File: src/rtl/i2s_pkg.sv
// Shared I2S constants and receive FSM state type.
// Default widths are common to i2s_rx and i2s_out.
package i2s_pkg;

   typedef enum logic [1:0] {
      RX_SYNC,
      RX_LEFT,
      RX_RIGHT
   } i2s_rx_state_t;

   localparam int I2S_SYNC_STAGES     = 2;
   localparam int I2S_DATA_W          = 24;
   localparam int I2S_SLOT_W          = 32;
   localparam int I2S_PEAK_DECAY_LOG2 = 20;

endpackage

File: src/rtl/i2s_rx_pin_sync.sv
// Synchronises SCLK/LRCLK/DIN into Clk and flags SCLK rising edges.
// Outputs are registered so rise, lr and din share one cycle alignment.
module i2s_pin_sync
   import i2s_pkg::*;
(
   input  logic Clk,
   input  logic Reset,
   input  logic SCLK,
   input  logic LRCLK,
   input  logic DIN,
   output logic sclk_rise,
   output logic lr_s,
   output logic din_s
);

   localparam int N = I2S_SYNC_STAGES;

   logic [N-1:0] sclk_sync_q, sclk_sync_d;
   logic [N-1:0] lr_sync_q, lr_sync_d;
   logic [N-1:0] din_sync_q, din_sync_d;
   logic         sclk_dly_q, sclk_dly_d;
   logic         rise_q, rise_d;
   logic         lr_q, lr_d;
   logic         din_q, din_d;

   always_comb begin
      sclk_sync_d = {sclk_sync_q[N-2:0], SCLK};
      lr_sync_d   = {lr_sync_q[N-2:0], LRCLK};
      din_sync_d  = {din_sync_q[N-2:0], DIN};
      sclk_dly_d  = sclk_sync_q[N-1];
      rise_d      = sclk_sync_q[N-1] & ~sclk_dly_q;
      lr_d        = lr_sync_q[N-1];
      din_d       = din_sync_q[N-1];
   end

   always_ff @(posedge Clk) begin
      if (Reset) begin
         sclk_sync_q <= '0;
         lr_sync_q   <= '0;
         din_sync_q  <= '0;
         sclk_dly_q  <= 1'b0;
         rise_q      <= 1'b0;
         lr_q        <= 1'b0;
         din_q       <= 1'b0;
      end else begin
         sclk_sync_q <= sclk_sync_d;
         lr_sync_q   <= lr_sync_d;
         din_sync_q  <= din_sync_d;
         sclk_dly_q  <= sclk_dly_d;
         rise_q      <= rise_d;
         lr_q        <= lr_d;
         din_q       <= din_d;
      end
   end

   assign sclk_rise = rise_q;
   assign lr_s      = lr_q;
   assign din_s     = din_q;

endmodule

File: src/rtl/i2s_rx.sv
// I2S receiver: oversampled pins, MSB-first one-bit-delayed deserialiser.
// Define I2S_RX_PEAK_EN to build the decaying |sample| peak detector.
module i2s_rx
   import i2s_pkg::*;
#(
   parameter int DATA_W = I2S_DATA_W,
   parameter int SLOT_W = I2S_SLOT_W
) (
   input  logic              Clk,
   input  logic              Reset,
   input  logic              SCLK,
   input  logic              LRCLK,
   input  logic              DIN,
   output logic [DATA_W-1:0] left_data,
   output logic [DATA_W-1:0] right_data,
   output logic              pair_valid,
   output logic              frame_err,
   output logic [DATA_W-2:0] peak_level
);

   localparam int CNT_W = $clog2(SLOT_W + 2);
   localparam logic [CNT_W-1:0] CNT_MAX  = CNT_W'(SLOT_W + 1);
   localparam logic [CNT_W-1:0] CNT_ERR  = CNT_W'(SLOT_W);
   localparam logic [CNT_W-1:0] CNT_DATA = CNT_W'(DATA_W);

   logic sclk_rise, lr, din;

   i2s_pin_sync u_pin_sync (
      .Clk       (Clk),
      .Reset     (Reset),
      .SCLK      (SCLK),
      .LRCLK     (LRCLK),
      .DIN       (DIN),
      .sclk_rise (sclk_rise),
      .lr_s      (lr),
      .din_s     (din)
   );

   i2s_rx_state_t     state_q, state_d;
   logic [CNT_W-1:0]  cnt_q, cnt_d;
   logic [DATA_W-1:0] sh_q, sh_d;
   logic [DATA_W-1:0] hold_q, hold_d;
   logic [DATA_W-1:0] left_q, left_d;
   logic [DATA_W-1:0] right_q, right_d;
   logic              lr_prev_q, lr_prev_d;
   logic              pend_q, pend_d;
   logic              pv_q, pv_d;
   logic              err_q, err_d;
   logic [DATA_W-1:0] sh_in;
   logic [CNT_W-1:0]  nbits;
   logic [DATA_W-1:0] word;

   always_comb begin
      state_d   = state_q;
      cnt_d     = cnt_q;
      sh_d      = sh_q;
      hold_d    = hold_q;
      left_d    = left_q;
      right_d   = right_q;
      lr_prev_d = lr_prev_q;
      err_d     = err_q;
      pend_d    = 1'b0;
      pv_d      = pend_q;
      // Bits beyond DATA_W are dropped; short words are left-justified.
      if (cnt_q < CNT_DATA) begin
         sh_in = {sh_q[DATA_W-2:0], din};
         nbits = cnt_q + 1'b1;
      end else begin
         sh_in = sh_q;
         nbits = CNT_DATA;
      end
      word = sh_in << (CNT_DATA - nbits);
      if (sclk_rise) begin
         lr_prev_d = lr;
         case (state_q)
            RX_SYNC: begin
               if (lr_prev_q && !lr) begin
                  state_d = RX_LEFT;
                  cnt_d   = '0;
                  sh_d    = '0;
               end
            end
            RX_LEFT, RX_RIGHT: begin
               if (lr == lr_prev_q) begin
                  sh_d = sh_in;
                  if (cnt_q < CNT_MAX) cnt_d = cnt_q + 1'b1;
                  if (cnt_q >= CNT_ERR) err_d = 1'b1;
               end else begin
                  cnt_d = '0;
                  sh_d  = '0;
                  if (state_q == RX_LEFT) begin
                     hold_d  = word;
                     state_d = RX_RIGHT;
                  end else begin
                     left_d  = hold_q;
                     right_d = word;
                     pend_d  = 1'b1;
                     state_d = RX_LEFT;
                  end
               end
            end
            default: state_d = RX_SYNC;
         endcase
      end
   end

   always_ff @(posedge Clk) begin
      if (Reset) begin
         state_q   <= RX_SYNC;
         cnt_q     <= '0;
         sh_q      <= '0;
         hold_q    <= '0;
         left_q    <= '0;
         right_q   <= '0;
         lr_prev_q <= 1'b0;
         pend_q    <= 1'b0;
         pv_q      <= 1'b0;
         err_q     <= 1'b0;
      end else begin
         state_q   <= state_d;
         cnt_q     <= cnt_d;
         sh_q      <= sh_d;
         hold_q    <= hold_d;
         left_q    <= left_d;
         right_q   <= right_d;
         lr_prev_q <= lr_prev_d;
         pend_q    <= pend_d;
         pv_q      <= pv_d;
         err_q     <= err_d;
      end
   end

   assign left_data  = left_q;
   assign right_data = right_q;
   assign pair_valid = pv_q;
   assign frame_err  = err_q;

`ifdef I2S_RX_PEAK_EN
   logic [DATA_W-2:0]              peak_q, peak_d;
   logic [DATA_W-2:0]              abs_l, abs_r;
   logic [I2S_PEAK_DECAY_LOG2-1:0] tick_q, tick_d;

   function automatic logic [DATA_W-2:0] abs_sat(input logic [DATA_W-1:0] x);
      logic [DATA_W-1:0] neg;
      neg = -x;
      if (!x[DATA_W-1]) return x[DATA_W-2:0];
      if (x[DATA_W-2:0] == '0) return '1;
      return neg[DATA_W-2:0];
   endfunction

   always_comb begin
      tick_d = tick_q + 1'b1;
      peak_d = peak_q;
      abs_l  = abs_sat(left_q);
      abs_r  = abs_sat(right_q);
      if (pv_q) begin
         if (abs_l > peak_d) peak_d = abs_l;
         if (abs_r > peak_d) peak_d = abs_r;
      end else if (tick_q == '1) begin
         peak_d = peak_q >> 1;
      end
   end

   always_ff @(posedge Clk) begin
      if (Reset) begin
         peak_q <= '0;
         tick_q <= '0;
      end else begin
         peak_q <= peak_d;
         tick_q <= tick_d;
      end
   end

   assign peak_level = peak_q;
`else
   assign peak_level = '0;
`endif

endmodule

File: config.mk
export PLATFORM = sky130hd
export DESIGN_NAME = i2s_rx
export DESIGN_NICKNAME = d
export VERILOG_FILES = /design/src/rtl/i2s_pkg.sv /design/src/rtl/i2s_rx_pin_sync.sv /design/src/rtl/i2s_rx.sv
export SDC_FILE = /design/constraint.sdc
export NUM_CORES = 1
export LEC_CHECK = 0
export CAP_MARGIN = 10
export CORE_MARGIN = 5
export CORE_UTILIZATION = 44
export CTS_BUF_LIST = sky130_fd_sc_hd__clkbuf_8
export CTS_CLUSTER_SIZE = 28
export DETAILED_ROUTE_END_ITERATION = 10
export HOLD_SLACK_MARGIN = 0.1
export PLACE_DENSITY = 0.65
export RECOVER_POWER = 25
export SLEW_MARGIN = 20
export SYNTH_ARGS = -nofsm -noshare
export SYNTH_HDL_FRONTEND = slang
export SYNTH_SLANG_ARGS = --single-unit
File: constraint.sdc
create_clock -name Clk -period 6.1 [get_ports Clk]
set_input_delay 1.22 -clock Clk [delete_from_list [all_inputs] [get_ports Clk]]
set_output_delay 1.22 -clock Clk [all_outputs]
set_load 0.05 [all_outputs]
==> qor.txt <==
Status: complete, but fails checks
Failing checks: max-capacitance violations, max-slew violations
Synth cell types: 67
Die area: 16900 um2
Clock Tree Root: clkbuf_8
Setup crit start: cnt_q[0]
Leading area contributor after synthesis: dfxtp_1
Top cell type's share of synthesized area: 0.373
Layout cells sized above 1: 0.107
FF-to-FF Start: cnt_q[0]
Crit path max fanout: 37
Max cap viols: 1
Antenna viol nets, final: 0
TritonCTS clock tree: yes
Initial antenna violation count: 0
Most common cell after layout, fill and taps aside: nand2_1
CP Capture Type: register
Top cells by area, synth: dfxtp_1, mux4_2, nand2_1, a21oi_1, mux2i_1
Clk_skew: 12.5 ps
First-pass GRT wire length: 27.6 mm
Wire per inst: 17.7 um
Synth Instances: 738
Synth Area in Compound Gates: 0.190
Hold Path Depth: 1
Pwr per Cell Area: 231 nW/um2
# port buffers: 54
Gr ovfl total: 0
Clock Tree Buf Depth: 2
Final core occ: 0.523
Post-Synth Adder-Cell Area: 0.0158
Final antenna diode count: 0
Worst ir drop on vdd: 0.147 mV
Initial DRC count: 607
Syn. warnings: 0
Final GP Congestion: 0.879
# setup viols final: 0
Hold crit path type: register to register
Layout area overhead: 15.4%
Post-cts resize count: 0
Die Y: 130 um
Final instance area: 7310 um2
TritonRoute pass-1 iters: 7
Crit path time final: 4480 ps
Total GRT Usage: 0.208
Setup CP Type: register to register
Type of origin of the critical path: register
Setup TNS Final: 0 ps
CTS Sinks: 118
H-tree levels: 4
Arrival time worst endpoint: 4720 ps
Pin count of the biggest net entering global routing: 62
Nets: 776
Post-CTS setup buffer count: 0
Vias: 5559
Max frequency: 223 MHz
Core footprint: 14000 um2
Synth Area per Inst: 8.59 um2
Seq/Total Area, Yosys: 0.373
RSZ-0062 raised after global routing: no
Min-delay src: u_pin_sync.sclk_dly_q
R2R cell count: 11
Max-slew headroom: -0.706
PnR worst setup slack: 1620 ps
Critical Path RT: 6340 ps
Clock transition at path regs: 70 ps
CTS Buf Count: 17
Pre-CTS setup slack: 1400 ps
Register bit total from synthesis: 118
Detailed placer's ending HPWL: 12.1 mm
Worst Tran Pin Value: 2560 ps
Ys flop type: dfxtp_1
Initial core utilization: 0.453
# rows: 43
Final Max Tran Viols: 62
DP Area: 6830 um2
Die W: 130 um
Clk Latency, worst-skew pair: 460 ps
Post-Route WL: 16.9 mm
Vias/cell: 5.81
Multiplexer share of the synthesized area: 0.142
IO Pins: 78
Synth Area in Simple Gates: 0.197
Hold Buf Count CTS: 0
Flop2flop setup slack: 1620 ps
Tcrit/Tclk final: 0.734
Vias in the first global route: 5090
Post-synth ARST share: 0
Leak: 0.00257 uW
Post-synth EDFFs: 0
Residual DRC count: 0
Final hold vios: 0
Cell Area, Synth: 6340 um2
Total power draw: 1690 uW
Largest family of logic cells by synthesized area: simple AND/OR/NAND/NOR gates
Most frequent cells in the layout: nand2_1, dfxtp_1, nor2_1
XOR/XNOR Fraction of Synth Area: 0.00948
-- kinds of logic after synthesis --
family,count (synthesis)
buffers and inverters,87
AND/OR/NAND/NOR,277
flip-flops,118
AO/OA/AOI/OAI,180
adder cells (fa/ha/maj),8
multiplexers,61
other,1
XOR/XNOR,6
-- worst max-delay path, cell delays in order, from the launching register on --
cell and delay (ps):
dfxtp_1 320, buf_4 380, inv_1 220, ha_1 850, nand2_1 120, ha_2 420, or3_1 610, and3_1 240
a211oi_1 390, nor3_1 120, nor4_1 460, o41ai_1 120
-- area by class of cell --
cell class                      count  area [um2]
Clock inverter                     11         195
Sequential cell                   118        2360
Tap cell                          180         225
Inverter                            9        33.8
Fill cell                        1303        6680
Multi-Input combinational cell    555        3620
Clock buffer                       21         289
Timing Repair Buffer               62         588
-- registers in the layout (all words and copies together), names as in the netlist --
register / count
u_pin_sync.din_s: 1
sh_q: 24
hold_q: 24
pend_q: 1
u_pin_sync.sclk_sync_q: 2
right_data: 24
u_pin_sync.sclk_dly_q: 1
frame_err: 1
lr_prev_q: 1
pair_valid: 1
state_q: 2
u_pin_sync.lr_s: 1
u_pin_sync.sclk_rise: 1
left_data: 24
u_pin_sync.lr_sync_q: 2
cnt_q: 6
u_pin_sync.din_sync_q: 2
-- per-layer routing --
layer	vias up	global-route usage	share of wire
met5	-	0	0
met4	0	0.0593	0.014
met3	20	0.0512	0.063
met2	181	0.333	0.47
met1	2694	0.281	0.45
li1	2664	-	-
-- worst paths after layout --
check	end
min	u_pin_sync.sclk_rise
max reg2reg	right_data[18]
min reg2reg	u_pin_sync.sclk_rise
max	right_data[18]
-- cell usage after synthesis, types with 5 or more instances --
cell type and instances:
o31ai_1 8, buf_1 7, a21oi_1 60, nor2_1 72, a221o_1 10, and2_1 5
ha_1 8, mux2_2 9, a22oi_1 29, nand3_1 16, o211ai_1 6, dfxtp_1 118
buf_4 24, nor2b_1 19, buf_2 12, a211oi_1 7, nand2_1 125, mux4_2 22
a31oi_1 5, nor3_1 11, clkbuf_1 31, o21ai_1 10, inv_1 8, mux2i_1 28
o21ai_0 17
-- power by group --
part           total [uW]  internal, uW  switching, uW  leakage, uW
clock                 867           531            335     0.000240
sequential            774           773           1.10     0.000952
combinational        49.5          4.61           44.8      0.00138
total                1690          1310            381      0.00257
-- metrics by stage --
step	hold WS [ps]	cells
2_1_floorplan	367	760
3_3_place_gp	371	924
3_5_place_dp	378	924
4_1_cts	388	956
5_1_grt	421	956
6_report	385	956
(Power assumes the default switching activity.)
